[src/rtl/seg_scroll_if.sv]
// Message-load / display bundle between application logic and seg_scroll_ctrl.
// The application side is the master; the scroll controller is the slave.
interface seg_scroll_if #(
    parameter int NUM_DIGITS = 4,
    parameter int MAX_LEN    = 16
);
    logic                    load;
    logic                    mode;
    logic [4:0]              msg_len;
    logic [MAX_LEN*5-1:0]    msg_data;
    logic                    pause;
    logic                    ready;
    logic                    busy;
    logic                    err;
    logic                    wrap_done;
    logic [NUM_DIGITS*5-1:0] digit_codes;

    modport master (
        output load, mode, msg_len, msg_data, pause,
        input  ready, busy, err, wrap_done, digit_codes
    );

    modport slave (
        input  load, mode, msg_len, msg_data, pause,
        output ready, busy, err, wrap_done, digit_codes
    );
endinterface

[src/rtl/seg_scroll_ctrl.sv]
// Captures a message of 5-bit display codes and presents it on NUM_DIGITS
// seven-segment decoders, statically or as a timed right-to-left scroll.
module seg_scroll_ctrl #(
    parameter int NUM_DIGITS = 4,
    parameter int MAX_LEN    = 16,
    parameter int TICK_DIV   = 25000000
) (
    input logic         clk,
    input logic         rst,
    seg_scroll_if.slave bus
);

    localparam logic [4:0] CODE_E     = 5'd14;
    localparam logic [4:0] CODE_R     = 5'd16;
    localparam logic [4:0] CODE_BLANK = 5'd31;

    localparam logic [2:0] S_IDLE    = 3'd0;
    localparam logic [2:0] S_CAPTURE = 3'd1;
    localparam logic [2:0] S_STATIC  = 3'd2;
    localparam logic [2:0] S_SCROLL  = 3'd3;
    localparam logic [2:0] S_ERROR   = 3'd4;

    localparam int DIV_W = $clog2(TICK_DIV);
    // pos + digit index can reach almost twice the period before the wrap fix-up
    localparam int POS_W = $clog2(2 * (MAX_LEN + NUM_DIGITS));
    localparam int IDX_W = (MAX_LEN > 1) ? $clog2(MAX_LEN) : 1;

    logic [2:0]              state, state_n;
    logic [4:0]              len_q;
    logic                    mode_q;
    logic [4:0]              msg_buf [MAX_LEN];
    logic [POS_W-1:0]        pos, pos_n;
    logic [DIV_W-1:0]        div, div_n;
    logic                    ready_q, busy_q, err_q, wrap_q, wrap_n;
    logic [NUM_DIGITS*5-1:0] digits_q, digits_n;

    logic                    accept;
    logic                    len_bad;
    logic [POS_W-1:0]        per;
    logic [POS_W-1:0]        j;
    logic [4:0]              digit;

    assign accept  = bus.load && ready_q;
    assign len_bad = (len_q == 5'd0) || (32'(len_q) > MAX_LEN);
    assign per     = POS_W'(len_q) + POS_W'(NUM_DIGITS);

    always_comb begin
        // NOTE: every variable gets a default up front so no path leaves one
        // unassigned, which would otherwise infer a latch.
        state_n  = state;
        pos_n    = pos;
        div_n    = div;
        wrap_n   = 1'b0;
        digits_n = digits_q;
        j        = '0;
        digit    = CODE_BLANK;

        if (accept) begin
            state_n = S_CAPTURE;
            pos_n   = '0;
            div_n   = '0;
        end else begin
            case (state)
                S_CAPTURE: state_n = len_bad ? S_ERROR : (mode_q ? S_SCROLL : S_STATIC);
                S_SCROLL: begin
                    if (!bus.pause) begin
                        if (div == DIV_W'(TICK_DIV - 1)) begin
                            div_n = '0;
                            if (pos == per - POS_W'(1)) begin
                                pos_n  = '0;
                                wrap_n = 1'b1;
                            end else begin
                                pos_n = pos + POS_W'(1);
                            end
                        end else begin
                            div_n = div + DIV_W'(1);
                        end
                    end
                end
                default: state_n = state;
            endcase
        end

        // Static mode is the scroll window frozen at position 0.
        for (int i = 0; i < NUM_DIGITS; i++) begin
            j     = pos_n + POS_W'(i);
            digit = CODE_BLANK;
            if (j >= per)
                j = j - per;
            case (state_n)
                S_CAPTURE: digit = digits_q[(NUM_DIGITS-1-i)*5 +: 5];
                S_ERROR:   digit = (i == 0) ? CODE_E : ((i < 3) ? CODE_R : CODE_BLANK);
                S_STATIC, S_SCROLL:
                    if (j < POS_W'(len_q))
                        digit = msg_buf[j[IDX_W-1:0]];
                default:   digit = CODE_BLANK;
            endcase
            digits_n[(NUM_DIGITS-1-i)*5 +: 5] = digit;
        end
    end

    // NOTE: state uses non-blocking assignments so every register samples
    // the pre-edge values regardless of statement order.
    always_ff @(posedge clk or posedge rst) begin
        if (rst) begin
            state    <= S_IDLE;
            len_q    <= '0;
            mode_q   <= 1'b0;
            pos      <= '0;
            div      <= '0;
            ready_q  <= 1'b1;
            busy_q   <= 1'b0;
            err_q    <= 1'b0;
            wrap_q   <= 1'b0;
            digits_q <= {NUM_DIGITS{CODE_BLANK}};
            // NOTE: the buffer is small register storage, not a RAM macro, so
            // clearing it on reset is cheap and keeps its contents defined.
            for (int i = 0; i < MAX_LEN; i++)
                msg_buf[i] <= CODE_BLANK;
        end else begin
            state    <= state_n;
            pos      <= pos_n;
            div      <= div_n;
            ready_q  <= (state_n != S_CAPTURE);
            busy_q   <= (state_n == S_SCROLL);
            err_q    <= (state_n == S_ERROR);
            wrap_q   <= wrap_n;
            digits_q <= digits_n;
            if (accept) begin
                len_q  <= bus.msg_len;
                mode_q <= bus.mode;
                for (int i = 0; i < MAX_LEN; i++)
                    msg_buf[i] <= (32'(bus.msg_len) > i) ? bus.msg_data[i*5 +: 5] : CODE_BLANK;
            end
        end
    end

    assign bus.ready       = ready_q;
    assign bus.busy        = busy_q;
    assign bus.err         = err_q;
    assign bus.wrap_done   = wrap_q;
    assign bus.digit_codes = digits_q;

endmodule

[src/flat_wrapper.sv]
// flat-port wrapper written by rule: the top's interface ports become plain ports
module seg_scroll_ctrl_flat 
#(
    parameter int NUM_DIGITS = 4,
    parameter int MAX_LEN    = 16,
    parameter int TICK_DIV   = 25000000
)
  (clk, rst, bus_load, bus_mode, bus_msg_len, bus_msg_data, bus_pause, bus_ready, bus_busy, bus_err, bus_wrap_done, bus_digit_codes);
  seg_scroll_if #(.NUM_DIGITS(NUM_DIGITS), .MAX_LEN(MAX_LEN)) bus_i ();
  input logic clk;
  input logic rst;
  input wire logic [$bits(bus_i.load)-1:0] bus_load;
  input wire logic [$bits(bus_i.mode)-1:0] bus_mode;
  input wire logic [$bits(bus_i.msg_len)-1:0] bus_msg_len;
  input wire logic [$bits(bus_i.msg_data)-1:0] bus_msg_data;
  input wire logic [$bits(bus_i.pause)-1:0] bus_pause;
  output wire logic [$bits(bus_i.ready)-1:0] bus_ready;
  output wire logic [$bits(bus_i.busy)-1:0] bus_busy;
  output wire logic [$bits(bus_i.err)-1:0] bus_err;
  output wire logic [$bits(bus_i.wrap_done)-1:0] bus_wrap_done;
  output wire logic [$bits(bus_i.digit_codes)-1:0] bus_digit_codes;
  assign bus_i.load = bus_load;
  assign bus_i.mode = bus_mode;
  assign bus_i.msg_len = bus_msg_len;
  assign bus_i.msg_data = bus_msg_data;
  assign bus_i.pause = bus_pause;
  assign bus_ready = bus_i.ready;
  assign bus_busy = bus_i.busy;
  assign bus_err = bus_i.err;
  assign bus_wrap_done = bus_i.wrap_done;
  assign bus_digit_codes = bus_i.digit_codes;
  seg_scroll_ctrl #(.NUM_DIGITS(NUM_DIGITS), .MAX_LEN(MAX_LEN), .TICK_DIV(TICK_DIV)) u_core (.clk(clk), .rst(rst), .bus(bus_i));
endmodule
[config.mk]
export PLATFORM = sky130hd
export DESIGN_NAME = seg_scroll_ctrl_flat
export DESIGN_NICKNAME = d
export VERILOG_FILES = /design/src/rtl/seg_scroll_if.sv /design/src/rtl/seg_scroll_ctrl.sv /design/src/flat_wrapper.sv
export SDC_FILE = /design/constraint.sdc
export NUM_CORES = 1
export LEC_CHECK = 0
export BUFFER_PORTS_ARGS = -buffer_cell sky130_fd_sc_hd__buf_2
export CAP_MARGIN = 20
export CORE_AREA = 2 2 202 204
export CTS_BUF_LIST = sky130_fd_sc_hd__clkbuf_8
export CTS_CLUSTER_DIAMETER = 40
export DETAILED_ROUTE_END_ITERATION = 10
export DIE_AREA = 0 0 204 206
export SLEW_MARGIN = 25
export SYNTH_ARGS = -nofsm -noshare
export SYNTH_HDL_FRONTEND = slang
export SYNTH_SLANG_ARGS = --single-unit
[constraint.sdc]
create_clock -name clk -period 8.75 [get_ports clk]
set_input_delay 1.75 -clock clk [delete_from_list [all_inputs] [get_ports clk]]
set_output_delay 1.75 -clock clk [all_outputs]
set_load 0.02 [all_outputs]
==> out/metrics.csv, run 1 <==
metric;value;unit
status;completed;
Synth top area share;24.05;%
Worst Path Arrival;8060;ps
Worst-Skew Late Latency;490;ps
vias post-DR;9864;
grt met1 use;24.61;%
reg-to-reg endpoint;u_core.bus.digit_codes[8];
nets@finish;1333;
critical path endpoint category;flop;
Top FF cell, synth;dfstp_2;
# IOs;114;
most common library cells after synthesis;110 x mux2i_1, 101 x dfstp_2, 72 x o22a_1, 71 x nand2_1, 64 x nor2_1;
setup bufs post-CTS;0;
Critical Path End;u_core.bus.digit_codes[8];
H-tree depth;4;
post-cts resize count;0;
Area Growth Syn to Fin;14.12;%
Core Rows;74;
Clock Tree Root;clkbuf_8;
top cell family by delay on the critical path;compound AO/OA/AOI/OAI gates;
CTS Sinks;144;
Setup Viol. Count Final;0;
CTS buffer count;17;
Starting Density;27.46;%
EDFF count, synth;0;
Seq/Total Area, Yosys;33.80;%
WL/cell;22.56;um
CP max stage delay;830;ps
Async S/R FF share, synth;100.0;%
Syn Inst Count;1094;
hold buffers post-CTS;0;
crit path launch;bus_pause;
Die ar.;0.04202;mm2
synth top area cells;dfstp_2 24%, mux2i_1 10%, dfrtp_1 9.8%, mux4_2 8.2%, o22a_1 5.7%;
clock slew at reported path FFs;90;ps
GR Layer Usage met2;30.83;%
switching pwr;949.0;uW
Lkg Pwr;0.005408;uW
first-pass GRT wire length;59800;um
Net Sw Frac;39.23;%
worst hold stages;2;
GRT overflow;0;
DRC;0;
Max-cap violations;0;
final core utilization;31.34;%
largest net degree at the start of global routing;84;
die extent in y;206;um
post-DP HPWL;29440;um
RSZ-0062 raised after global routing;false;
Slowest cell on crit path;o211ai_1;
Peak VDD IR;0.1166;mV
FF-to-FF path depth;24;
CTS tree;yes;
Ys Warns;0;
Post-Syn Area;0.01103;mm2
Critical R2R Launch;u_core.len_q[2];
Clock Tree Buf Depth;2;
CORE AREA;0.04018;mm2
register share of total power;40.3;%
classification of the worst-slack hold path;flop to flop;
routed wire length;39170;um
final worst path period need;7629;ps
required time of the critical path;9180;ps
clock skew;16.23;ps
Slew @ Worst Pin;1063;ps
Worst Path Buf+Inv;6;
cell count along the critical path;23;
count of cell types in the netlist;81;
top cell type by total area after synthesis;dfstp_2;
Port Buffer Count;113;
crit share post-route;87.19;%
critical path peak fanout;16;
post-DR vias/cell;5.682;
Clk pwr share;21.9;%
P per Cell Area;192.1;mW/mm2
Worst R2R Setup Slack;1310;ps
RePlAce Congestion;0.9388;
setup TNS;0;ps
FMAX;0.1311;GHz
internal power;1470;uW
vias in the first global route;9591;
syn nets;1236;
Worst path most repeated cell;ha_1;
Initial DRT Pass Iterations;5;
critical-path cell list;buf_2 > or4b_1 > buf_4 > or4_4 > and3_1 > a41oi_2 > inv_2 > ha_1 > inv_1 > xnor2_1 > ha_1 > o21ai_0 > a21boi_0 > o31ai_1 > and2_1 > nor2_1 > a21oi_1 > buf_4 > inv_1 > ha_1 > nand2_1 > o211ai_1 > o221a_2;
Final Max Slew Viols;0;
type of origin of the critical path;input pin;
crit path kind;input pin to flop;
initial antenna violation count;0;
mean area per synthesized cell;10.09;um2
FF+latch count, synth;144;
met3 global-route usage;3.169;%
count leader, synth;mux2i_1;
DRT antenna net count;0;
total track usage;18.80;%
DR iter-0 viols;877;
GRT Max-Usage Layer;met2;
Die X-Extent;204;um
Slew HR;28.83;%
layout cells sized above 1;29.51;%
Combinational Power Share;37.8;%
Final Hold Vio Count;0;
## worst min path at each step
stage	start	to	slack, ps
floorplan	u_core.mode_q	u_core.mode_q	450
global placement	u_core.mode_q	u_core.mode_q	480
detailed placement	u_core.mode_q	u_core.mode_q	480
CTS	u_core.mode_q	u_core.mode_q	500
global route	u_core.mode_q	u_core.mode_q	510
finish	u_core.mode_q	u_core.mode_q	490
## layer usage
metal / share of wire [%] / vias up
met1: 42 / 4933
li1: - / 4382
met5: 0 / -
met4: 3.8 / 0
met3: 6.6 / 93
met2: 47 / 456
## worst reg2reg max path, cell delays in order (launching register included)
cell and delay, ps:
dfrtp_1 640, inv_1 320, ha_1 540, xor2_1 230, xnor2_1 160, nor4b_1 520
nand2_1 220, a41oi_2 460, inv_2 210, ha_1 240, inv_1 160, xnor2_1 180
ha_1 310, o21ai_0 140, a21boi_0 170, o31ai_1 360, and2_1 420, nor2_1 100
a21oi_1 170, buf_4 290, inv_1 80, ha_1 270, nand2_1 40, o211ai_1 830
o221a_2 360
## power by group through the flow
stage	combinational (uW)	sequential (uW)	clock, uW
CTS	910	971	543
global route	984	985	567
detailed placement	905	982	0
global placement	894	981	0
finish	914	975	529
floorplan	590	957	0
## through the flow
step	std cells	worst slack [ps]	area (um2)	hold slack [ps]	power, uW
2_1_floorplan	1094	1414	11030	445.5	1546
3_3_place_gp	1704	817.4	12220	476.5	1875
3_5_place_dp	1704	780.0	12220	476.2	1887
4_1_cts	1735	1287	12580	497.6	2423
5_1_grt	1735	756.1	12590	514.6	2536
6_report	1736	1121	12590	489.0	2419
## cell usage in the layout (no fill, tap or decap), types with 10 or more instances in the layout
cell type / synthesis / final
o22a_1: 72 / 72
a21oi_1: 61 / 60
dfstp_2: 101 / 101
mux4_2: 40 / 40
inv_1: 38 / 39
nand3_1: 32 / 32
xor2_1: 23 / 23
o21ai_0: 54 / 53
nor2_1: 64 / 64
xnor2_1: 22 / 22
nand2_1: 71 / 71
or3_1: 11 / 11
and3_1: 10 / 10
ha_1: 48 / 48
a31oi_1: 18 / 18
clkbuf_8: 0 / 18
mux2i_1: 110 / 110
nor3_1: 13 / 13
a21o_1: 10 / 10
buf_4: 3 / 26
nor4_1: 15 / 15
buf_2: 12 / 113
a22oi_1: 12 / 12
mux2_2: 14 / 14
dfrtp_1: 43 / 43
## state kept, by name, indices dropped and copies added, names as in the netlist
signal / count
u_core.msg_buf: 80
u_core.bus.ready: 1
u_core.state: 3
u_core.bus.err: 1
u_core.mode_q: 1
u_core.div: 25
u_core.bus.digit_codes: 20
u_core.bus.busy: 1
u_core.pos: 6
u_core.bus.wrap_done: 1
u_core.len_q: 5
## final cells by class
cell class	instances	area, um2
fillers	4242	27590
multi-input cells	846	6898
flip-flops and latches	144	3730
repair buffers	139	760.7
well taps	532	665.6
clock buffers	18	247.7
inverters	43	166.4
clock inverters	13	121.4
diodes	1	2.502
## kinds of logic (layout without fill, tap and decap cells)
| family | count (synthesis) | in the layout | share of synthesized area (%) |
|---|---|---|---|
| AO/OA/AOI/OAI | 310 | 310 | 19.93 |
| XOR/XNOR | 45 | 45 | 3.572 |
| adder cells (fa/ha/maj) | 54 | 54 | 6.350 |
| buffers and inverters | 104 | 213 | 3.923 |
| flip-flops | 144 | 144 | 33.80 |
| multiplexers | 164 | 164 | 19.57 |
| other | 0 | 1 | 0 |
| AND/OR/NAND/NOR | 273 | 273 | 12.85 |
Note: power is estimated with default switching activity, not from simulation.
==> inputs of run 2 (changes only) <==
--- a/config.mk
+++ b/config.mk
@@ -5,14 +5,15 @@
 export SDC_FILE = /design/constraint.sdc
 export NUM_CORES = 1
 export LEC_CHECK = 0
+export ABC_AREA = 1
 export BUFFER_PORTS_ARGS = -buffer_cell sky130_fd_sc_hd__buf_2
 export CAP_MARGIN = 20
-export CORE_AREA = 2 2 202 204
+export CORE_AREA = 2 2 163 165
 export CTS_BUF_LIST = sky130_fd_sc_hd__clkbuf_8
 export CTS_CLUSTER_DIAMETER = 40
 export DETAILED_ROUTE_END_ITERATION = 10
-export DIE_AREA = 0 0 204 206
-export SLEW_MARGIN = 25
+export DIE_AREA = 0 0 165 167
+export SLEW_MARGIN = 0
 export SYNTH_ARGS = -nofsm -noshare
 export SYNTH_HDL_FRONTEND = slang
 export SYNTH_SLANG_ARGS = --single-unit
==> out/metrics.csv, run 2 <==
metric;value;unit;change
critical path peak fanout;20;;+4
Final Hold Vio Count;0;;unchanged
Clock Tree Buf Depth;2;;unchanged
Async S/R FF share, synth;100.0;%;unchanged
fin cells;2063;;+19%
status;completed;;
RePlAce Congestion;0.9985;;+6.4%
CTS buffer count;17;;unchanged
Ys Warns;0;;unchanged
top cell type by total area after synthesis;dfstp_2;;
classification of the worst-slack hold path;flop to flop;;
CORE AREA;0.02576;mm2;-36%
most frequent cells in the layout;275 x nand2_1, 206 x inv_1, 191 x o21ai_0;;
Worst-Skew Late Latency;480;ps;about the same
vias post-DR;12130;;+23%
Slew HR;24.96;%;-3.9 points
H-tree depth;4;;unchanged
Slowest cell on crit path;o21ai_1;;
count of cell types in the netlist;50;;-38%
Die ar.;0.02756;mm2;-34%
Inserted Diodes;0;;-1
Area Growth Syn to Fin;10.76;%;
layout cells sized above 1;18.11;%;-11 points
Slew @ Worst Pin;1118;ps;+55.33 ps
Port Buffer Count;113;;unchanged
DRT antenna net count;0;;unchanged
largest net degree at the start of global routing;91;;+8.3%
nets@finish;1857;;+39%
FF+latch count, synth;144;;unchanged
Syn Inst Count;1647;;+51%
die extent in y;167;um;-19%
Post-Syn Area;0.01150;mm2;+4.2%
type of origin of the critical path;flop;;
crit path kind;flop to flop;;
first-pass GRT wire length;66180;um;+11%
CTS tree;yes;;
setup bufs post-CTS;0;;unchanged
count leader, synth;nand2_1;;
Top FF cell, synth;dfstp_2;;
Initial DRT Pass Iterations;6;;+1
Synth top area share;23.08;%;-0.97 points
final worst path period need;7608;ps;-20.97 ps
Seq/Total Area, Yosys;32.44;%;-1.4 points
fill count;2663;;-37%
crit share post-route;86.95;%;-0.24 points
Starting Density;44.63;%;+17 points
vias in the first global route;11360;;+18%
CP max stage delay;1010;ps;+180 ps
routed wire length;42770;um;+9.2%
mean area per synthesized cell;6.981;um2;-31%
Worst path most repeated cell;nand3_1;;
Peak VDD IR;0.1145;mV;-1.7%
Final Max Slew Viols;0;;unchanged
DRC;0;;unchanged
EDFF count, synth;0;;unchanged
Storage cell area;0.003730;mm2;unchanged
Worst Path Arrival;8010;ps;-50 ps
GRT overflow;0;;unchanged
Max-cap violations;0;;unchanged
post-DP HPWL;31740;um;+7.8%
P per Cell Area;204.7;mW/mm2;+6.6%
# IOs;114;;unchanged
max reg flops;80;;unchanged
Cell Count Post-Placement;2029;;+19%
RSZ-0062 raised after global routing;false;;
commonest non-fill, non-tap cell in the layout;nand2_1;;
Core Rows;59;;-20%
required time of the critical path;9160;ps;-20 ps
total track usage;31.57;%;+13 points
area of the multi-input gates;0.006615;mm2;-4.1%
FMAX;0.1314;GHz;+0.28%
Lkg Pwr;0.005880;uW;+8.7%
final core utilization;49.43;%;+18 points
synth top area cells;dfstp_2 23%, dfrtp_1 9.4%, nand2_1 9.0%, o21ai_0 8.4%, nand3_1 8.0%;;
Clock Tree Root;clkbuf_8;;
most common library cells after synthesis;276 x nand2_1, 208 x inv_1, 192 x o21ai_0, 183 x nand3_1;;
Most flops, register;u_core.msg_buf;;
post-cts resize count;0;;unchanged
setup TNS;0;ps;unchanged
hold buffers post-CTS;0;;unchanged
Setup Viol. Count Final;0;;unchanged
CTS Sinks;144;;unchanged
clock slew at reported path FFs;90;ps;about the same
post-DR vias/cell;5.877;;+3.4%
clock skew;30.81;ps;+14.58 ps
DR iter-0 viols;1381;;+57%
initial antenna violation count;0;;unchanged
Die X-Extent;165;um;-19%
WL/cell;20.73;um;-8.1%
critical path endpoint category;flop;;
syn nets;1789;;+45%
run 2: kinds of logic (layout without fill, tap and decap cells):
| logic type | Yosys count | after routing | synth area share, % |
|---|---|---|---|
| compound gates | 475 | 475 | 24.03 |
| xor+xnor | 26 | 26 | 1.981 |
| simple gates | 652 | 652 | 25.35 |
| fa+ha+maj | 52 | 52 | 5.920 |
| flops | 144 | 144 | 32.44 |
| buf+inv | 298 | 379 | 10.28 |
run 2: layout make-up:
cell class,count,share of cell area (%)
multi-input combinational,1205,51.95
inverter,213,6.318
sequential,144,29.29
timing repair buffer,134,5.816
tap,335,3.291
clock buffer,18,1.945
clock inverter,14,1.395
run 2: worst paths after layout:
kind	slack [ps]	start	end	depth (start not counted)
max	1140	u_core.len_q[2]	u_core.bus.digit_codes[3]	27
min	500	u_core.mode_q	u_core.mode_q	2
max reg2reg	1140	u_core.len_q[2]	u_core.bus.digit_codes[3]	27
min reg2reg	500	u_core.mode_q	u_core.mode_q	2
max in group asynchronous	6090	rst	u_core.bus.digit_codes[13]	3
min in group asynchronous	1380	rst	u_core.len_q[3]	2
run 2: through the flow:
stage | hold WS, ps | instance area, um2 | setup slack [ps] | total power, uW
after global routing | 529.9 | 12730 | 583.9 | 2755
after floorplan | 449.6 | 11500 | 2749 | 1609
final | 499.9 | 12730 | 1142 | 2607
after detailed placement | 485.4 | 12280 | 1128 | 1989
after global placement | 481.0 | 12270 | 1078 | 1980
after CTS | 505.7 | 12710 | 1290 | 2592
run 2: metal layers:
layer  GRT usage (%)  share of wire [%]
met1           43.68                 42
met2           48.97                 45
met3           4.932                8.1
met4           13.12                4.2
met5               0                  0
run 2: critical path, delay by kind of cell (launching register included):
kind                     cells  cell delay (ps)
buffers and inverters        5             1590
AND/OR/NAND/NOR             11             1750
flip-flops                   1              750
adder cells (fa/ha/maj)      3              950
XOR/XNOR                     2              360
AO/OA/AOI/OAI                6             2120
run 2: power by group:
part | leakage (uW) | internal [uW] | total [uW] | switching [uW]
Clock | 0.000217 | 295 | 600 | 305
Sequential | 0.00165 | 837 | 947 | 110
Combinational | 0.00402 | 333 | 1060 | 727
